--- config.mk ---
export PLATFORM = sky130hd
export DESIGN_NAME = seg7_anode_reader
export DESIGN_NICKNAME = d
export VERILOG_FILES = /design/src/rtl/seg7_anode_reader.sv
export SDC_FILE = /design/constraint.sdc
export NUM_CORES = 1
export LEC_CHECK = 0
export CAP_MARGIN = 15
export CORE_ASPECT_RATIO = 2
export CORE_MARGIN = 2
export CORE_UTILIZATION = 46
export DETAILED_ROUTE_END_ITERATION = 16
export GPL_ROUTABILITY_DRIVEN = 1
export PLACE_DENSITY = 0.7
export SYNTH_ARGS = -nofsm -noshare
export SYNTH_HDL_FRONTEND = slang
export SYNTH_SLANG_ARGS = --single-unit
--- constraint.sdc ---
create_clock -name clk -period 4.6 [get_ports clk]
set_clock_uncertainty 0.2 [all_clocks]
set_input_delay 0.46 -clock clk [delete_from_list [all_inputs] [get_ports clk]]
set_output_delay 0.46 -clock clk [all_outputs]
set_load 0.01 [all_outputs]
--- src/rtl/seg7_anode_reader.sv ---
// seg7_anode_reader: samples a multiplexed common-anode 7-segment bus.
// A digit's pattern is captured once it has been stable for STABLE_CYC samples.
// Each pattern is decoded back to a hex nibble. A complete multi-digit value is
// presented once every digit has been captured.
module seg7_anode_reader #(
  parameter int DIGITS     = 4,
  parameter int STABLE_CYC = 8,
  parameter int TIMEOUT    = 65535
) (
  input  logic                  clk,
  input  logic                  rst_n,
  input  logic [6:0]            seg_n,
  input  logic [DIGITS-1:0]     an_n,
  output logic [4*DIGITS-1:0]   value,
  output logic                  frame_valid,
  output logic [DIGITS-1:0]     invalid_mask,
  output logic                  ghost_err,
  output logic                  stalled
);

  localparam int CW = $clog2(STABLE_CYC + 1);
  localparam int TW = $clog2(TIMEOUT + 1);

  typedef enum logic [1:0] {WAIT, SETTLE, HELD} state_t;

  // Active-low gfedcba pattern to {invalid, nibble}; unknown patterns read as 0.
  function automatic logic [4:0] decode(input logic [6:0] s);
    case (s)
      7'h40: decode = 5'h00;
      7'h79: decode = 5'h01;
      7'h24: decode = 5'h02;
      7'h30: decode = 5'h03;
      7'h19: decode = 5'h04;
      7'h12: decode = 5'h05;
      7'h02: decode = 5'h06;
      7'h78: decode = 5'h07;
      7'h00: decode = 5'h08;
      7'h10: decode = 5'h09;
      7'h08: decode = 5'h0A;
      7'h03: decode = 5'h0B;
      7'h46: decode = 5'h0C;
      7'h21: decode = 5'h0D;
      7'h06: decode = 5'h0E;
      7'h0E: decode = 5'h0F;
      default: decode = 5'h10;
    endcase
  endfunction

  logic [6:0]          seg_s1, seg_s2, seg_prev;
  logic [DIGITS-1:0]   an_s1, an_s2, an_prev;
  logic [DIGITS-1:0]   an_low;
  logic                one_low, multi_low, same;
  state_t              state;
  logic [CW-1:0]       stab_cnt;
  logic                capture_now;
  logic [4:0]          dec;
  logic [DIGITS-1:0]   cap_hit;
  logic [DIGITS-1:0]   capture_mask, mask_next;
  logic [4*DIGITS-1:0] stage_val, stage_val_next;
  logic [DIGITS-1:0]   stage_inv, stage_inv_next;
  logic                frame_done;
  logic [TW-1:0]       tcnt;

  // Two-flop synchronizer plus a copy of the previous synchronized sample.
  always_ff @(posedge clk or negedge rst_n) begin
    if (!rst_n) begin
      seg_s1   <= '1;
      seg_s2   <= '1;
      seg_prev <= '1;
      an_s1    <= '1;
      an_s2    <= '1;
      an_prev  <= '1;
    end else begin
      seg_s1   <= seg_n;
      seg_s2   <= seg_s1;
      seg_prev <= seg_s2;
      an_s1    <= an_n;
      an_s2    <= an_s1;
      an_prev  <= an_s2;
    end
  end

  assign an_low    = ~an_s2;
  assign multi_low = (an_low & (an_low - 1'b1)) != '0;
  assign one_low   = (an_low != '0) && !multi_low;
  assign same      = {an_s2, seg_s2} == {an_prev, seg_prev};
  assign dec       = decode(seg_s2);

  // The dwell is accepted on the sample that brings the stability count to STABLE_CYC.
  assign capture_now = (state == SETTLE) && same && one_low &&
                       (stab_cnt == CW'(STABLE_CYC - 1));
  assign cap_hit     = capture_now ? an_low : '0;
  assign mask_next   = capture_mask | cap_hit;
  assign frame_done  = capture_now && (&mask_next);

  // Staging including this cycle's capture, so the final digit lands in value.
  generate
    for (genvar gi = 0; gi < DIGITS; gi++) begin : g_stage
      assign stage_val_next[4*gi +: 4] = cap_hit[gi] ? dec[3:0] : stage_val[4*gi +: 4];
      assign stage_inv_next[gi]        = cap_hit[gi] ? dec[4]   : stage_inv[gi];
    end
  endgenerate

  // Dwell tracker: wait for a single anode, count stable samples, hold after capture.
  always_ff @(posedge clk or negedge rst_n) begin
    if (!rst_n) begin
      state     <= WAIT;
      stab_cnt  <= '0;
      ghost_err <= 1'b0;
    end else begin
      if (multi_low) ghost_err <= 1'b1;
      case (state)
        WAIT: begin
          if (one_low) begin
            state    <= SETTLE;
            stab_cnt <= CW'(1);
          end else begin
            stab_cnt <= '0;
          end
        end
        default: begin
          if (!same) begin
            state    <= one_low ? SETTLE : WAIT;
            stab_cnt <= one_low ? CW'(1) : '0;
          end else if (state == SETTLE) begin
            stab_cnt <= stab_cnt + 1'b1;
            if (capture_now) state <= HELD;
          end
        end
      endcase
    end
  end

  // Staging slots, capture mask and frame presentation.
  always_ff @(posedge clk or negedge rst_n) begin
    if (!rst_n) begin
      stage_val    <= '0;
      stage_inv    <= '0;
      capture_mask <= '0;
      value        <= '0;
      invalid_mask <= '0;
      frame_valid  <= 1'b0;
    end else begin
      stage_val   <= stage_val_next;
      stage_inv   <= stage_inv_next;
      frame_valid <= frame_done;
      if (frame_done) begin
        value        <= stage_val_next;
        invalid_mask <= stage_inv_next;
        capture_mask <= '0;
      end else begin
        capture_mask <= mask_next;
      end
    end
  end

  // Saturating frame timeout; a completed frame always wins over the stall.
  always_ff @(posedge clk or negedge rst_n) begin
    if (!rst_n) begin
      tcnt    <= '0;
      stalled <= 1'b0;
    end else if (frame_done) begin
      tcnt    <= '0;
      stalled <= 1'b0;
    end else if (tcnt != TW'(TIMEOUT)) begin
      tcnt <= tcnt + 1'b1;
      if (tcnt == TW'(TIMEOUT - 1)) stalled <= 1'b1;
    end
  end

endmodule

Word-level counts from Yosys, hierarchy flattened

Index checks and enable logic that the tools add are counted.

RAM bits: 0
Output and inout bits: 23
Latch bits: 0
Memory bits (read-only): 0
Memories: 0
Flip-flop bits (word level): 102

Shift-type cells: 0
Order comparisons: 0
Divide/modulo/power cells: 0
Multiply operators: 0
Mux-type cells: 26
Reductions and logical operators: 15
Eq/ne operators: 23
Add/sub/neg operators: 3
Bitwise gates (word level): 3

Operators with widths:

| cell                                                            | count |
|---|---|
| 5-bit one-hot mux with 16 select lines                          | 1 |
| 4-bit 2-to-1 mux                                                | 9 |
| 16-bit 2-to-1 mux                                               | 2 |
| 7-bit == test, second input constant                            | 4 |
| 7-bit by 5-bit == test with 1-bit output, second input constant | 3 |
| 7-bit by 6-bit == test with 1-bit output, second input constant | 3 |
| 16-bit by 1-bit adder with 16-bit output, second input constant | 1 |
| 16-bit == test, second input constant                           | 1 |
| 16-bit != test, second input constant                           | 1 |
| 7-bit by 2-bit == test with 1-bit output, second input constant | 2 |
| 7-bit by 4-bit == test with 1-bit output, second input constant | 2 |
| 11-bit == test                                                  | 1 |
| 2-bit 2-to-1 mux                                                | 5 |
| 1-bit 2-to-1 mux                                                | 9 |
| 4-bit nonzero test                                              | 2 |
| 7-bit by 3-bit == test with 1-bit output, second input constant | 1 |
| 7-bit zero test                                                 | 1 |
| 3-bit by 1-bit != test with 1-bit output, second input constant | 2 |
| 1-bit logical AND                                               | 5 |
| 4-bit by 1-bit adder with 4-bit output, second input constant   | 1 |
| 4-bit AND                                                       | 1 |
| 4-bit by 3-bit == test with 1-bit output, second input constant | 1 |
| 4-bit inverter                                                  | 1 |
| 4-bit OR                                                        | 1 |
| 9 further kinds                                                 | 10 |

Longest topological paths before layout

Gate-level depths: netlist of run 1.

Depth in word-level cells: 14
Gate-level depth with buffers: 9

Worst setup path before layout of run 1

Ideal clock, no wire load.

Path kind: register -> register
From: register seg_s2[5]
To: register value[12]
Stages on the path, launching flop included: 8
Library setup time: 0.128 ns
Data arrival time: 2.342 ns
Required time: 4.272 ns
Setup slack: 1.931 ns
Cells stage by stage: dfstp_2 > clkbuf_1 > xor2_1 > nor4_4 > nand3_4 > nor3_4 > mux2_2 > mux2_1

RTL lines:

| what                            | line | text |
|---|---|---|
| start, declared                 | 49   | `logic [6:0] seg_s1, seg_s2, seg_prev;` |
| start signal, assigned          | 75   | `seg_s2 <= seg_s1;` |
| 11-bit == test                  | 86   | `assign same = {an_s2, seg_s2} == {an_prev, seg_prev};` |
| 1-bit logical AND (3 in series) | 90   | `assign capture_now = (state == SETTLE) && same && one_low &&` |
| 4-bit 2-to-1 mux                | 92   | `assign cap_hit = capture_now ? an_low : '0;` |
| 4-bit 2-to-1 mux (*)            | 99   | `assign stage_val_next[4*gi +: 4] = cap_hit[gi] ? dec[3:0] : stage_val[4*gi +: 4];` |
| named net stage_val_next[12]    | 59   | `logic [4*DIGITS-1:0] stage_val, stage_val_next;` |
| end signal, assigned            | 148  | `value <= stage_val_next;` |
| end, declared                   | 14   | `output logic [4*DIGITS-1:0] value,` |

The timed path passes the listed nets; every way through them passes the cells marked *.
A chain may end at the register's enable or synchronous reset.

Worst setup path in the final report of run 1

From: register seg_s2[2]
To: register value[13]

Longest elaborated chain between the ends: 8

RTL lines:

| what                            | line | text |
|---|---|---|
| 11-bit == test                  | 86   |  |
| 1-bit logical AND (3 in series) | 90   |  |
| 4-bit 2-to-1 mux                | 92   |  |
| 4-bit OR                        | 93   | `assign mask_next = capture_mask \| cap_hit;` |
| 4-bit AND reduction             | 94   | `assign frame_done = capture_now && (&mask_next);` |
| 1-bit logical AND               | 94   |  |

Parallel ways exist; a longest one is shown, timed or not.

==> results.cfg, run 1 <==
[status]
status = completed

[timing]
setup_slack_ps = 1630
setup_viol_count_final = 0
drv_slew = 0
worstMarginPinSlew_ps = 971
rsz0062_at_grt = false
max_freq_mhz = 336
setup_tns_ps = 0
finalCriticalPeriod_ps = 2970
min_period_over_period = 0.646
hold_viol = 0
slew_headroom = 0.353

[placed_design]
dp.cells = 485
gp_congestion = 0.793
port_buffers = 35
place.detailed.hpwl_um = 5560
place_area_sq_um = 4780
place_ws_ps = 1630

[setup_path]
path_class = reg -> reg
worst-endpoint-required_ps = 4630
critPathCaptureType = flip-flop
cp-start-kind = flip-flop
reg2reg_to = value[13]
r2r_cells = 6
critPathMaxFanout = 40
cp.arrival_ps = 3000
r2r-start = seg_s2[2]
r2r_setup_slack_ps = 1630

[global_routing]
overflow = 0
grt_usage = 0.172
grt_pass1_vias = 2832
antenna_found_initial = 0
grt_pass1_wl_um = 13500
grt_start_max_net_pins = 82

[power_and_ir_drop]
vdd_drop_max_mv = 0.228
switching_power_mw = 0.378
p_per_area_nw_per_um2 = 336
p_sw_frac = 0.223
power_frac_comb = 0.038
p_int_mw = 1.32
clkPwrFrac = 0.404
seqPwrFrac = 0.558
leakagePower_nw = 2.21

[floorplanning]
die_h_um = 142
die_w_um = 73.1
row_count = 50
core_sq_um = 9320
dieArea_sq_um = 10400
start_util = 0.471
io_pins = 36

[cts]
cts_resized = 0
cts_sinks = 102
cts_max_level = 3
numCtsBuffers = 9
hold_buffers = 0
clk_path_buf_depth = 2
clock_latency_ps = 350
cts_setup_buffers = 0
cts_tree = done
cts_root_buf = clkbuf_16
clkTransAtPathRegs_ps = 70

[synthesis]
ys_seq_area_frac = 0.591
yosysWarnings = 0
synth.avg_cell_area_sq_um = 12.1
synth_cell_types = 49
synthCells = 363
syn-cell-area_sq_um = 4390
async_flop_share = 1.00
synthFlopType = dfrtp_1
syn_nets = 379
synth_edf_count = 0
ys_ff_latch = 102

[routing]
drc = 0
drt_iter0_drc = 160
wl_per_cell_um = 15.8
vias = 2760
ant_nets = 0
first_pass_iters = 4
viasPerCell = 5.51
wl_um = 7920

[layout]
multiInputGateArea_sq_um = 1670
fin_area_sq_um = 5050
post-route-util = 0.541
seqCellArea_sq_um = 2590
final_common_cell = dfrtp_1
final_cell_mix = dfrtp_1, nor2_1, clkdlybuf4s50_1
post_route_cells_drive_above_1_share = 0.229
fillers = 806
post_layout_nonfiller_instances = 501
synthToLayoutAreaGrowth_pct = 15.0
layout.nets = 408
diodes = 0

[job]
cap_viol_max_count = 0

[hold_path]
hp-class = in -> async
## stage by stage
| stage | total power, mW | hold slack (ps) |
|---|---|---|
| floorplan | 0.993 | -35.6 |
| global placement | 1.03 | 147 |
| detailed placement | 1.03 | 147 |
| CTS | 1.72 | 106 |
| global route | 1.77 | 162 |
| finish | 1.70 | 72.6 |
## routing by layer
metal	track usage	vias to the layer above	part of all wire
li1	-	1319	-
met1	0.181	1399	0.38
met2	0.312	33	0.58
met3	0.0368	9	0.021
met4	0.0799	0	0.020
met5	0	-	0
## cell families after synthesis
group | Yosys count | synth area share
multiplexers | 34 | 0.0872
XOR/XNOR | 25 | 0.0499
AND/OR/NAND/NOR | 132 | 0.175
AO/OA/AOI/OAI | 41 | 0.0579
adder cells (fa/ha/maj) | 4 | 0.0108
flip-flops | 102 | 0.591
buffers and inverters | 25 | 0.0285
## synth_stat cells, types with 2 or more instances
| cell | instances | area, sq um |
|---|---|---|
| nor4_4 | 3 | 63.8 |
| a211oi_1 | 2 | 15.0 |
| nand2_1 | 16 | 60.1 |
| nor3b_1 | 5 | 37.5 |
| nor3_4 | 3 | 48.8 |
| nor3_1 | 12 | 60.1 |
| dfrtp_1 | 69 | 1730 |
| nand4_1 | 6 | 37.5 |
| a21oi_1 | 14 | 70.1 |
| xor2_1 | 16 | 140 |
| nand2b_1 | 4 | 25.0 |
| ha_1 | 3 | 37.5 |
| o22ai_1 | 6 | 37.5 |
| mux2_2 | 32 | 360 |
| buf_2 | 7 | 35.0 |
| nor2_1 | 45 | 169 |
| xnor2_1 | 9 | 78.8 |
| inv_1 | 6 | 22.5 |
| and4_1 | 2 | 17.5 |
| and2_1 | 2 | 12.5 |
| nor2b_1 | 3 | 18.8 |
| and3_1 | 3 | 18.8 |
| or3_1 | 4 | 25.0 |
| o21ai_0 | 9 | 45.0 |
| a21o_1 | 2 | 15.0 |
| dfstp_2 | 33 | 867 |
| clkbuf_1 | 7 | 26.3 |
| nor4_1 | 2 | 12.5 |
| buf_4 | 4 | 30.0 |
| nand3_1 | 11 | 55.1 |
| nand4b_1 | 4 | 35.0 |
| mux2_1 | 2 | 22.5 |
## power by group through the flow
stage	Combinational [mW]	Clock [mW]	Sequential (mW)
after floorplan	0.0442	0	0.949
after global placement	0.0644	0	0.963
after detailed placement	0.0661	0	0.964
after CTS	0.0664	0.704	0.948
after global routing	0.0738	0.743	0.951
final	0.0641	0.686	0.948
## how the worst max path moves through the flow
stage,startpoint,to,slack [ps]
floorplan,seg_s2[5],value[12],1930
global placement,seg_s2[3],value[1],1740
detailed placement,seg_s2[2],value[13],1630
CTS,seg_s2[2],value[13],1620
global route,seg_s2[2],value[13],1490
finish,seg_s2[2],value[13],1630
## worst max-delay path, cell delays in order (launching register included)
cell	delay, ps
dfstp_2	630
xor2_1	100
nor3_1	400
nand3_4	310
nor4_4	340
buf_4	440
mux2_2	400
## area by class of cell
cell class,instances,share of cell area
flip-flops and latches,102,0.514
repair buffers,37,0.0719
inverters,6,0.00446
multi-input cells,236,0.331
well taps,104,0.0258
clock buffers,11,0.0461
clock inverters,5,0.00669
## state kept, by name (all words and copies together) (netlist names)
name and flops:
seg_prev 7, an_s2 4, frame_valid 1, an_s1 4, capture_mask 4, state 2, an_prev 4, stage_val 16
tcnt 16, stab_cnt 4, invalid_mask 4, value 16, seg_s1 7, ghost_err 1, seg_s2 7, stalled 1
stage_inv 4
Note: power is estimated with default switching activity, not from simulation.
==> run 2: changes to the inputs <==
==> constraint.sdc (replaced) <==
create_clock -name clk -period 2.8 [get_ports clk]
set_clock_uncertainty 0.2 [all_clocks]
set_input_delay 0.28 -clock clk [delete_from_list [all_inputs] [get_ports clk]]
set_output_delay 0.28 -clock clk [all_outputs]
set_load 0.01 [all_outputs]
==> results.cfg, run 2 (same netlist as run 1, synthesis figures left out) <==
[power_and_ir_drop]
p_per_area_nw_per_um2 = 538
leakagePower_nw = 2.31
finalPower_mw = 2.81
vdd_drop_max_mv = 0.435

[routing]
ant_nets = 0
viasPerCell = 5.37
wl_per_cell_um = 15.7
drc = 0
wl_um = 8200
vias = 2802
drt_iter0_drc = 101
first_pass_iters = 4

[setup_path]
cp.depth = 6
crit_top_cell = mux2_2
critPathMaxFanout = 8
startpoint = an_s2[2]
slowest_delay_ps = 610
cp_cell_sequence = xor2_1 > nor4_4 > nand3_4 > nor3_4 > mux2_2 > mux2_2
cp.arrival_ps = 2680
worst-endpoint-required_ps = 2820
worst_path_max_delay_cell = dfstp_2
endpoint = value[11]
crit_family = simple AND/OR/NAND/NOR gates
cp_num_buf_inv = 0
r2r_setup_slack_ps = 150
critPathCaptureType = flip-flop
reg2reg_to = value[11]
r2r-start = an_s2[2]
path_class = reg -> reg
r2r_cells = 6
cp-start-kind = flip-flop

[timing]
drv_slew = 0
worstMarginPinSlew_ps = 630
setup_viol_count_final = 0
hold_viol = 0
finalCriticalPeriod_ps = 2650
setup_tns_ps = 0
max_freq_mhz = 377
slew_headroom = 0.580
min_period_over_period = 0.948
timing.hold.ws_ps = 138
rsz0062_at_grt = false

[global_routing]
antenna_found_initial = 0
overflow = 0
grt_pass1_wl_um = 14300
grt_usage = 0.181
grt_pass1_vias = 2963
grt_start_max_net_pins = 50

[floorplanning]
start_util = 0.471
die_h_um = 142
core_sq_um = 9320
die_w_um = 73.1
row_count = 50
dieArea_sq_um = 10400
io_pins = 36

[cts]
cts_sinks = 102
cts_max_level = 3
cts_root_buf = clkbuf_16
clock_latency_ps = 340
clk_path_buf_depth = 2
numCtsBuffers = 9
cts_tree = done
clkTransAtPathRegs_ps = 60

[layout]
post_layout_nonfiller_instances = 522
post_route_cells_drive_above_1_share = 0.266
layout.nets = 429
final_cell_mix = dfrtp_1, nor2_1, clkdlybuf4s50_1
diodes = 0
synthToLayoutAreaGrowth_pct = 19.0
final_common_cell = dfrtp_1
reg_top3 = stage_val (16), tcnt (16), value (16)

[placed_design]
dp.cells = 504
place.detailed.hpwl_um = 5900
port_buffers = 35
gp_congestion = 0.802

[status]
status = completed

[job]
cap_viol_max_count = 0

[hold_path]
hp-class = in -> reg
## run 2: cell types whose count changed in the layout (fill, tap and decap cells not counted), sizes merged
cell | before | now
inv | 8 | 7
dlygate4sd3 | 0 | 1
clkinvlp | 0 | 1
buf | 3 | 23
## run 2: final cells by class
| cell class | count | area (sq um) |
|---|---|---|
| clock buffer | 11 | 233 |
| clock inverter | 5 | 35.0 |
| fill | 751 | 4100 |
| inverter | 6 | 22.5 |
| multi-input combinational | 236 | 1670 |
| sequential | 102 | 2590 |
| tap | 104 | 130 |
| timing repair buffer | 58 | 536 |
## run 2: worst min path at each step
stage	from	endpoint	slack (ps)	cells after the start
after floorplan	rst_n	capture_mask[0]	-220	0
after global placement	rst_n	tcnt[8]	140	1
after detailed placement	rst_n	tcnt[8]	140	1
after CTS	seg_n[3]	seg_s1[3]	130	1
after global routing	an_n[2]	an_s1[2]	120	1
final	seg_n[1]	seg_s1[1]	140	1
## run 2: timing repair
item,CTS,global route
setup endpoints to repair,0,10
hold buffers,1,0
setup buffers,0,1
resized for setup,0,1
hold endpoints to repair,40,0
## run 2: through the flow
stage | setup WS [ps] | utilization | cell area (sq um)
floorplan | 131 | - | 4390
global placement | 112 | 0.530 | 4940
detailed placement | 80.5 | 0.530 | 4940
CTS | 64.5 | 0.559 | 5210
global route | 8.87 | 0.560 | 5220
finish | 145 | 0.560 | 5220
## run 2: layer usage
metal / routed length (um) / global-route usage / vias to the layer above
met5: 0 / 0 / -
met4: 231 / 0.0858 / 0
met3: 191 / 0.0361 / 12
met2: 4580 / 0.313 / 46
met1: 3200 / 0.209 / 1378
li1: - / - / 1366
## run 2: report_power, final
group | internal [mW] | total (mW) | switching [mW] | leakage, nW
logic | 0.0578 | 0.139 | 0.0814 | 0.890
clock network | 0.605 | 1.13 | 0.525 | 0.130
registers | 1.52 | 1.54 | 0.0223 | 1.29
==> run 3: changes to the inputs <==
==> constraint.sdc (replaced) <==
create_clock -name clk -period 2.8 [get_ports clk]
set_clock_uncertainty 0.2 [all_clocks]
set_input_delay 0.56 -clock clk [delete_from_list [all_inputs] [get_ports clk]]
set_output_delay 0.56 -clock clk [all_outputs]
set_load 0.01 [all_outputs]
==> results.cfg, run 3 (same netlist as run 1, synthesis figures left out) <==
[cts]
cts_root_buf = clkbuf_16
numCtsBuffers = 9
cts_max_level = 3
clk_path_buf_depth = 2
clock_latency_ps = 340
cts_sinks = 102
clkTransAtPathRegs_ps = 70
cts_tree = done

[timing]
min_period_over_period = 0.947
setup_viol_count_final = 0
hold_viol = 0
worstMarginPinSlew_ps = 565
rsz0062_at_grt = false
max_freq_mhz = 377
setup_slack_ps = 148
setup_tns_ps = 0
slew_headroom = 0.620
timing.hold.ws_ps = 155
finalCriticalPeriod_ps = 2650
drv_slew = 0

[floorplanning]
start_util = 0.471
dieArea_sq_um = 10400
die_h_um = 142
io_pins = 36
die_w_um = 73.1
core_sq_um = 9320
row_count = 50

[layout]
layout.nets = 430
reg_top3 = stage_val (16), tcnt (16), value (16)
final_cell_mix = dfrtp_1, nor2_1, clkdlybuf4s50_1
diodes = 0
fin_area_sq_um = 5290
post_route_cells_drive_above_1_share = 0.272
synthToLayoutAreaGrowth_pct = 20.5
final_common_cell = dfrtp_1
fillers = 751

[power_and_ir_drop]
leakagePower_nw = 2.34
vdd_drop_max_mv = 0.400
p_per_area_nw_per_um2 = 550

[routing]
viasPerCell = 5.48
vias = 2868
drt_iter0_drc = 181
drt-met1-wl_um = 3080
drc = 0
wl_um = 8270
dr.max_layer_used = met4
first_pass_iters = 4
routed-wl-met2_um = 4840
wl_per_cell_um = 15.8
ant_nets = 0
wl_met3_um = 178

[placed_design]
port_buffers = 35
place.detailed.hpwl_um = 5970
place_area_sq_um = 4950
place_ws_ps = 64.6
gp_congestion = 0.810

[global_routing]
overflow = 0
grt_start_max_net_pins = 48
antenna_found_initial = 0
grt_usage = 0.181
grt_pass1_vias = 3060
grt_pass1_wl_um = 14400

[setup_path]
critPathCaptureType = flip-flop
worst-endpoint-required_ps = 2830
critPathMaxFanout = 8
cp-start-kind = flip-flop
cp.arrival_ps = 2680
path_class = reg -> reg

[job]
cap_viol_max_count = 0

[status]
status = completed

[hold_path]
hp-class = reg -> reg
## run 3: layer usage
metal,vias up,GRT usage
li1,1365,-
met1,1459,0.191
met2,35,0.329
met3,9,0.0368
met4,0,0.0897
met5,-,0
## run 3: worst max-delay path, stage by stage (launching register included)
cell and delay (ps):
dfstp_2 610, xor2_1 130, nor4_4 350, nand3_4 210, nor3_4 380, mux2_2 400, mux2_2 260
## run 3: final timing paths
path,startpoint,to,slack [ps],depth (start not counted)
min in group asynchronous,rst_n,tcnt[10],480,2
max reg2reg,an_s2[2],invalid_mask[0],150,6
min reg2reg,seg_s1[1],seg_s2[1],160,0
max,an_s2[2],invalid_mask[0],150,6
max in group asynchronous,rst_n,seg_s2[2],1190,3
min,seg_s1[1],seg_s2[1],160,0
## run 3: repair_timing
| item | in CTS | in global routing |
|---|---|---|
| buffers inserted | 0 | 2 |
| hold buffers | 1 | 0 |
| setup endpoints to repair | 0 | 11 |
| endpoints found under the hold margin | 26 | 0 |
| resized for setup | 0 | 1 |
## run 3: stage by stage
step | total power, mW | instances | utilization
finish | 2.91 | 523 | 0.568
global route | 3.03 | 523 | 0.568
CTS | 2.95 | 521 | 0.565
detailed placement | 1.71 | 504 | 0.531
global placement | 1.71 | 504 | 0.531
floorplan | 1.63 | 363 | -
## run 3: layout make-up
| class | count | area (sq um) | area share |
|---|---|---|---|
| Sequential cell | 102 | 2590 | 0.490 |
| Clock buffer | 12 | 278 | 0.0525 |
| Inverter | 6 | 22.5 | 0.00426 |
| Multi-Input combinational cell | 236 | 1670 | 0.316 |
| Clock inverter | 4 | 26.3 | 0.00497 |
| Timing Repair Buffer | 59 | 566 | 0.107 |
| Tap cell | 104 | 130 | 0.0246 |
## run 3: report_power, final
group / switching, mW / leakage (nW) / internal, mW
logic: 0.0839 / 0.901 / 0.0610
clock network: 0.519 / 0.150 / 0.705
registers: 0.0220 / 1.29 / 1.52
